### src/rtl/seg_scan_ctrl.sv
// seg_scan_ctrl - time-multiplexed scan controller for a shared BCD-to-7-seg decoder.
//
// Steps through NUM_DIGITS digits. Each slot is BLANK_CYCLES dark cycles
// (the decoder input is already set up) followed by REFRESH_DIV lit cycles.
// New values are loaded through a pending register and only reach the
// display at a frame boundary, so a frame never mixes old and new data.
//
// Ports:
//   clk, rst_n   clock, async active-low reset
//   enable       1 = scan, 0 = all digits dark (returns to IDLE)
//   load/bcd_in  single-cycle load of a new packed BCD word (nibble k = digit k)
//   lz_suppress  blank leading zeros (digit 0 is never suppressed)
//   bcd_out      nibble for the shared decoder
//   blank        decoder output must be ignored
//   digit_en     one-hot digit select
//   scan_idx     current digit index
//   frame_done   one-cycle pulse at the start of each new frame
//   load_pend    a loaded value is waiting for the frame boundary
//   bcd_err      lit digit holds a code > 9
module seg_scan_ctrl #(
  parameter int NUM_DIGITS   = 4,
  parameter int REFRESH_DIV  = 1000,
  parameter int BLANK_CYCLES = 2,
  localparam int IW = (NUM_DIGITS > 1) ? $clog2(NUM_DIGITS) : 1
) (
  input  logic                    clk,
  input  logic                    rst_n,
  input  logic                    enable,
  input  logic                    load,
  input  logic [4*NUM_DIGITS-1:0] bcd_in,
  input  logic                    lz_suppress,
  output logic [3:0]              bcd_out,
  output logic                    blank,
  output logic [NUM_DIGITS-1:0]   digit_en,
  output logic [IW-1:0]           scan_idx,
  output logic                    frame_done,
  output logic                    load_pend,
  output logic                    bcd_err
);

  localparam int CMAX = (REFRESH_DIV > BLANK_CYCLES) ? REFRESH_DIV : BLANK_CYCLES;
  localparam int CW   = $clog2(CMAX + 1);
  localparam logic [CW-1:0] SHOW_LAST  = CW'(REFRESH_DIV - 1);
  localparam logic [CW-1:0] BLANK_LAST = CW'((BLANK_CYCLES > 0) ? BLANK_CYCLES - 1 : 0);
  localparam logic [IW-1:0] IDX_LAST   = IW'(NUM_DIGITS - 1);

  typedef enum logic [1:0] {IDLE, BLANK, SHOW} state_t;

  // After a lit slot: a dark gap, or straight to the next digit when there is no gap.
  localparam state_t AFTER_SHOW = (BLANK_CYCLES == 0) ? SHOW : BLANK;

  state_t                  state, st_n;
  logic [CW-1:0]           cnt, cnt_n;
  logic [IW-1:0]           idx_n;
  logic                    fd_n;
  logic [4*NUM_DIGITS-1:0] disp, pend, disp_nxt, pend_nxt;
  logic                    lp_nxt;
  logic [1:0]              flags;   // {err, blank} for the digit about to be shown

  // {code > 9, digit must be dark}
  function automatic logic [1:0] slot_flags(input logic [4*NUM_DIGITS-1:0] d,
                                            input logic [IW-1:0] i,
                                            input logic lz);
    logic hz;
    logic err;
    hz = 1'b1;
    for (int k = 0; k < NUM_DIGITS; k++)
      if (k >= int'(i) && d[4*k +: 4] != 4'd0) hz = 1'b0;
    err = d[4*int'(i) +: 4] > 4'd9;
    return {err, err | (lz & hz & (i != '0))};
  endfunction

  // Next scan position
  always_comb begin
    st_n  = state;
    idx_n = scan_idx;
    cnt_n = cnt + 1'b1;
    fd_n  = 1'b0;
    case (state)
      IDLE: begin
        cnt_n = '0;
        idx_n = '0;
        st_n  = (BLANK_CYCLES == 0) ? SHOW : BLANK;
      end
      BLANK: if (cnt == BLANK_LAST) begin
        st_n  = SHOW;
        cnt_n = '0;
      end
      SHOW: if (cnt == SHOW_LAST) begin
        st_n  = AFTER_SHOW;
        cnt_n = '0;
        if (scan_idx == IDX_LAST) begin
          idx_n = '0;
          fd_n  = 1'b1;
        end else begin
          idx_n = scan_idx + 1'b1;
        end
      end
      default: st_n = IDLE;
    endcase
    if (!enable) begin
      st_n  = IDLE;
      idx_n = '0;
      cnt_n = '0;
      fd_n  = 1'b0;
    end
  end

  // Load handshake: display only changes while idle or at a frame boundary
  // (fd_n). A load coinciding with that moment bypasses the pending register.
  always_comb begin
    disp_nxt = disp;
    pend_nxt = pend;
    lp_nxt   = load_pend;
    if (state == IDLE || fd_n) begin
      if (load)           disp_nxt = bcd_in;
      else if (load_pend) disp_nxt = pend;
      lp_nxt = 1'b0;
    end else if (load) begin
      pend_nxt = bcd_in;
      lp_nxt   = 1'b1;
    end
  end

  assign flags = slot_flags(disp_nxt, idx_n, lz_suppress);

  always_ff @(posedge clk or negedge rst_n) begin
    if (!rst_n) begin
      state      <= IDLE;
      cnt        <= '0;
      scan_idx   <= '0;
      disp       <= '0;
      pend       <= '0;
      load_pend  <= 1'b0;
      frame_done <= 1'b0;
      bcd_out    <= 4'd0;
      blank      <= 1'b1;
      digit_en   <= '0;
      bcd_err    <= 1'b0;
    end else begin
      state      <= st_n;
      cnt        <= cnt_n;
      scan_idx   <= idx_n;
      disp       <= disp_nxt;
      pend       <= pend_nxt;
      load_pend  <= lp_nxt;
      frame_done <= fd_n;
      // bcd_out is valid during BLANK too so the decoder settles before the digit lights.
      bcd_out    <= (st_n == IDLE) ? 4'd0 : disp_nxt[4*int'(idx_n) +: 4];
      blank      <= (st_n == SHOW) ? flags[0] : 1'b1;
      bcd_err    <= (st_n == SHOW) & flags[1];
      digit_en   <= (st_n == SHOW) ? (NUM_DIGITS'(1) << idx_n) : '0;
    end
  end

endmodule

### config.mk
export PLATFORM = sky130hd
export DESIGN_NAME = seg_scan_ctrl
export DESIGN_NICKNAME = d
export VERILOG_FILES = /design/src/rtl/seg_scan_ctrl.sv
export SDC_FILE = /design/constraint.sdc
export NUM_CORES = 1
export LEC_CHECK = 0
export CAP_MARGIN = 15
export CORE_MARGIN = 1
export CORE_UTILIZATION = 30
export DETAILED_ROUTE_END_ITERATION = 10
export PLACE_DENSITY = 0.47
export SYNTH_ARGS = -nofsm -noshare
export SYNTH_HDL_FRONTEND = slang
export SYNTH_SLANG_ARGS = --single-unit
export TNS_END_PERCENT = 30
### constraint.sdc
create_clock -name clk -period 4.9 [get_ports clk]
set_input_delay 1.47 -clock clk [delete_from_list [all_inputs] [get_ports clk]]
set_output_delay 1.47 -clock clk [all_outputs]
set_load 0.03 [all_outputs]
==> metrics.md <==
| Metric | Value |
|---|---|
| Run status | `finished with violations` |
| Violated checks | `DRC` |
| Total clock buffers created by CTS | `9` |
| Post-CTS resize count | `0` |
| Synthesized Nets | `268` |
| Wire length per cell | `15.7 µm` |
| Depth of the worst register-to-register path | `9` |
| Post-synth cell types | `57` |
| Top post-synthesis cells by count | `sky130_fd_sc_hd__dfrtp_1, sky130_fd_sc_hd__nor2_1, sky130_fd_sc_hd__nand2_1, sky130_fd_sc_hd__mux2_2` |
| Starting density of the core | `0.312` |
| Final worst path period need | `3.93 ns` |
| Cells after Synth | `244` |
| Routed WL | `6230 µm` |
| Static power due to leakage | `0.00142 µW` |
| Top FF cell, synth | `sky130_fd_sc_hd__dfrtp_1` |
| Post-Synthesis Cell Area | `2750 µm²` |
| Height of the chip | `97.7 µm` |
| R2r endpoint | `blank$_DFF_PN1_` |
| Maximum VDD drop | `155 µV` |
| Initial antenna violation count | `0` |
| PortBufs | `34` |
| # IOs | `35` |
| Share of flip-flops with an asynchronous set or reset | `1.00` |
| Full die area | `9550 µm²` |
| Source of the worst hold timing path | `pend[3]$_DFFE_PN0P_` |
| Iteration-0 DRC Markers | `118` |
| Reg2Reg Launch Point | `scan_idx[0]$_DFF_PN0_` |
| Share of synthesized area occupied by flip-flops and latches | `0.529` |
| Yosys warns | `0` |
| Summed negative setup slack over all endpoints | `0 ns` |
| Endpoints failing setup | `0` |
| Maximum achievable frequency | `0.255 GHz` |
| Clock root cell | `sky130_fd_sc_hd__clkbuf_8` |
| Fraction of the mapped netlist area in simple logic gates | `0.188` |
| Maximum number of pins on one net before global-route repair | `36` |
| Final clock period utilization by the worst path | `0.802` |
| Setup repair after global routing missed its margin | `no` |
| Total via count in the routed design | `2011` |
| Die extent in x | `97.7 µm` |
| Largest area contributor in the synthesized netlist | `sky130_fd_sc_hd__dfrtp_1` |
| Post-CTS clock slew at the launch and capture registers of the worst setup and hold paths | `0.07 ns` |
| Number of inserted diodes | `0` |
| Routability congestion estimate from global placement | `0.810` |
| Share of the synthesized netlist area taken by xor and xnor gates | `0.0255` |
| Cell types occupying the most area after synthesis | `sky130_fd_sc_hd__dfrtp_1, sky130_fd_sc_hd__mux2_2, sky130_fd_sc_hd__nor2_1` |
| Final-layout fill cell count | `878` |
| Class of the worst hold path | `register to register` |
| Fin Clk Skew | `0.0130 ns` |
| CP Data Required Time | `5.17 ns` |
| EDFF count, synth | `0` |
| Vias per Instance | `5.07` |
| Area of the core | `8810 µm²` |
| First-pass GRT wire length | `10900 µm` |
| Relative slew margins | `0.393` |
| Worst setup slack for register-to-register paths | `1.69 ns` |
| Hold Path Stages | `1` |
| Compound-gate portion of the synthesized area | `0.139` |
| H-tree levels | `3` |
| CTS sink cnt | `58` |
| Largest family of logic cells by synthesized area | `simple AND/OR/NAND/NOR gates` |
| Area added between synthesis and finish | `22.7%` |
| Worst-margin pin slew | `0.906 ns` |
| Aggregate global-route resource usage | `0.146` |
| Number of buffers inserted to repair setup after CTS | `0` |
| Mean instance size in the synthesized netlist | `11.3 µm²` |
| Nature of the critical path endpoint | `register` |
| Arrival @ worst endpoint | `4.20 ns` |
| Buffer depth of the longest clock path | `2` |
| Endpoint of the worst hold-timing path | `pend[3]$_DFFE_PN0P_` |
| CTS tree | `done` |
| Power Dens Cells | `359 nW/µm²` |
| DRC | `4` |
| Final antenna-violating net count | `0` |
| Yosys top cell area share | `0.519` |
| Most instantiated library cell after synthesis | `sky130_fd_sc_hd__dfrtp_1` |
| Worst Setup Slack post-DPL | `0.685 ns` |
| Portion of netlist area occupied by mux cells | `0.0733` |
| Number of hold buffers added after CTS | `0` |
| Cell Rows | `34` |
| Synth Area in Adders | `0.0137` |
| Count of TritonRoute iterations in the first routing pass | `7` |
| Final hold violation count | `0` |
| Max Cap Viol | `0` |
| Kind of launch point of the worst setup path | `primary input` |
| Final critical-path setup slack | `0.971 ns` |
| Max FO, Critical Path | `7` |
| Slew Limit Fails | `0` |
| Fraction of layout instances using a drive strength above 1 | `0.211` |
| Type of the worst setup path | `primary input to register` |
| DPL Wire Length | `4550 µm` |
| Count of state elements after synthesis | `58` |
| Clock network latency to the later pin of the worst-skew pair | `0.34 ns` |
| Congestion Overflow GR | `0` |
| Number of nets in the layout | `308` |
| Vias in the first global route | `2142` |
worst max-delay path: stages:
cell and delay [ns]:
sky130_fd_sc_hd__clkdlybuf4s50_1 0.50, sky130_fd_sc_hd__nand4b_1 0.11, sky130_fd_sc_hd__or4_4 0.48, sky130_fd_sc_hd__clkinv_4 0.09, sky130_fd_sc_hd__o22ai_4 0.11, sky130_fd_sc_hd__a221oi_1 0.50, sky130_fd_sc_hd__or4b_4 0.53, sky130_fd_sc_hd__a21oi_2 0.14
sky130_fd_sc_hd__o2111ai_1 0.15, sky130_fd_sc_hd__nand3_1 0.11
through the flow:
step	utilization	power, µW	std cells	instance area [µm²]	hold WS [ns]
2_1_floorplan	-	731	244	2750	0.464
3_3_place_gp	0.362	820	381	3190	0.482
3_5_place_dp	0.362	819	381	3190	0.485
4_1_cts	0.383	1230	397	3370	0.500
5_1_grt	0.383	1280	397	3370	0.532
6_report	0.383	1210	397	3370	0.496
state kept, by name, summed over array words and instances, names as in the netlist:
signal      cells
bcd_err         1
bcd_out         4
blank           1
cnt            10
digit_en        4
disp           16
frame_done      1
load_pend       1
pend           16
scan_idx        2
state           2
cell families (layout without fill, tap and decap cells):
logic type                 count (synthesis)  after routing
AOI/OAI and AO/OA                         47             47
xor gates and xnor gates                   8              8
adders and majority gates                  3              3
buffers and inverters                     15             60
DFF                                       58             58
muxes                                     18             18
and+or+nand+nor                           95             95
power breakdown:
part | switching (µW) | internal, µW | total [µW]
combinational | 115 | 112 | 227
sequential | 34.3 | 548 | 582
clock | 177 | 226 | 403
total | 326 | 886 | 1210
metal layers:
metal	track usage	wire [µm]	vias to the layer above
li1	-	-	981
met1	0.191	3050	978
met2	0.228	2830	38
met3	0.0410	226	14
met4	0.0618	125	0
met5	0	0	-
final cells by class:
cell class	instances	area, µm²	area share
Clock buffer	16	180	0.0534
Multi-Input combinational cell	171	1210	0.360
Tap cell	108	135	0.0401
Timing Repair Buffer	37	358	0.106
Sequential cell	58	1450	0.431
Inverter	7	31.3	0.00928
cell usage in the layout, fill, tap and decap left out, drive strengths merged, types with 2 or more instances in the layout:
master         instances
nor2                  26
o22ai                  8
o41ai                  2
nand2                 18
xnor2                  3
clkbuf                16
nand2b                 4
a21oi                 10
xor2                   5
nor2b                  3
or4                    2
or4b                   2
o21ai                  3
nand3b                 7
a221o                  8
or2                    3
o221a                  5
and3                   8
nand3                  9
clkdlybuf4s50         33
mux2                  17
a31oi                  2
nor3                   5
ha                     3
dfrtp                 57
buf                    4
inv                    6
worst max path at each step:
stage	startpoint	endpoint	slack (ns)	cells after the start
detailed placement	enable	blank$_DFF_PN1_	0.69	10
global placement	enable	blank$_DFF_PN1_	0.76	10
floorplan	enable	blank$_DFF_PN1_	1.42	9
finish	enable	blank$_DFF_PN1_	0.97	10
CTS	enable	blank$_DFF_PN1_	1.03	10
global route	enable	blank$_DFF_PN1_	0.83	9
(Power assumes the default switching activity.)
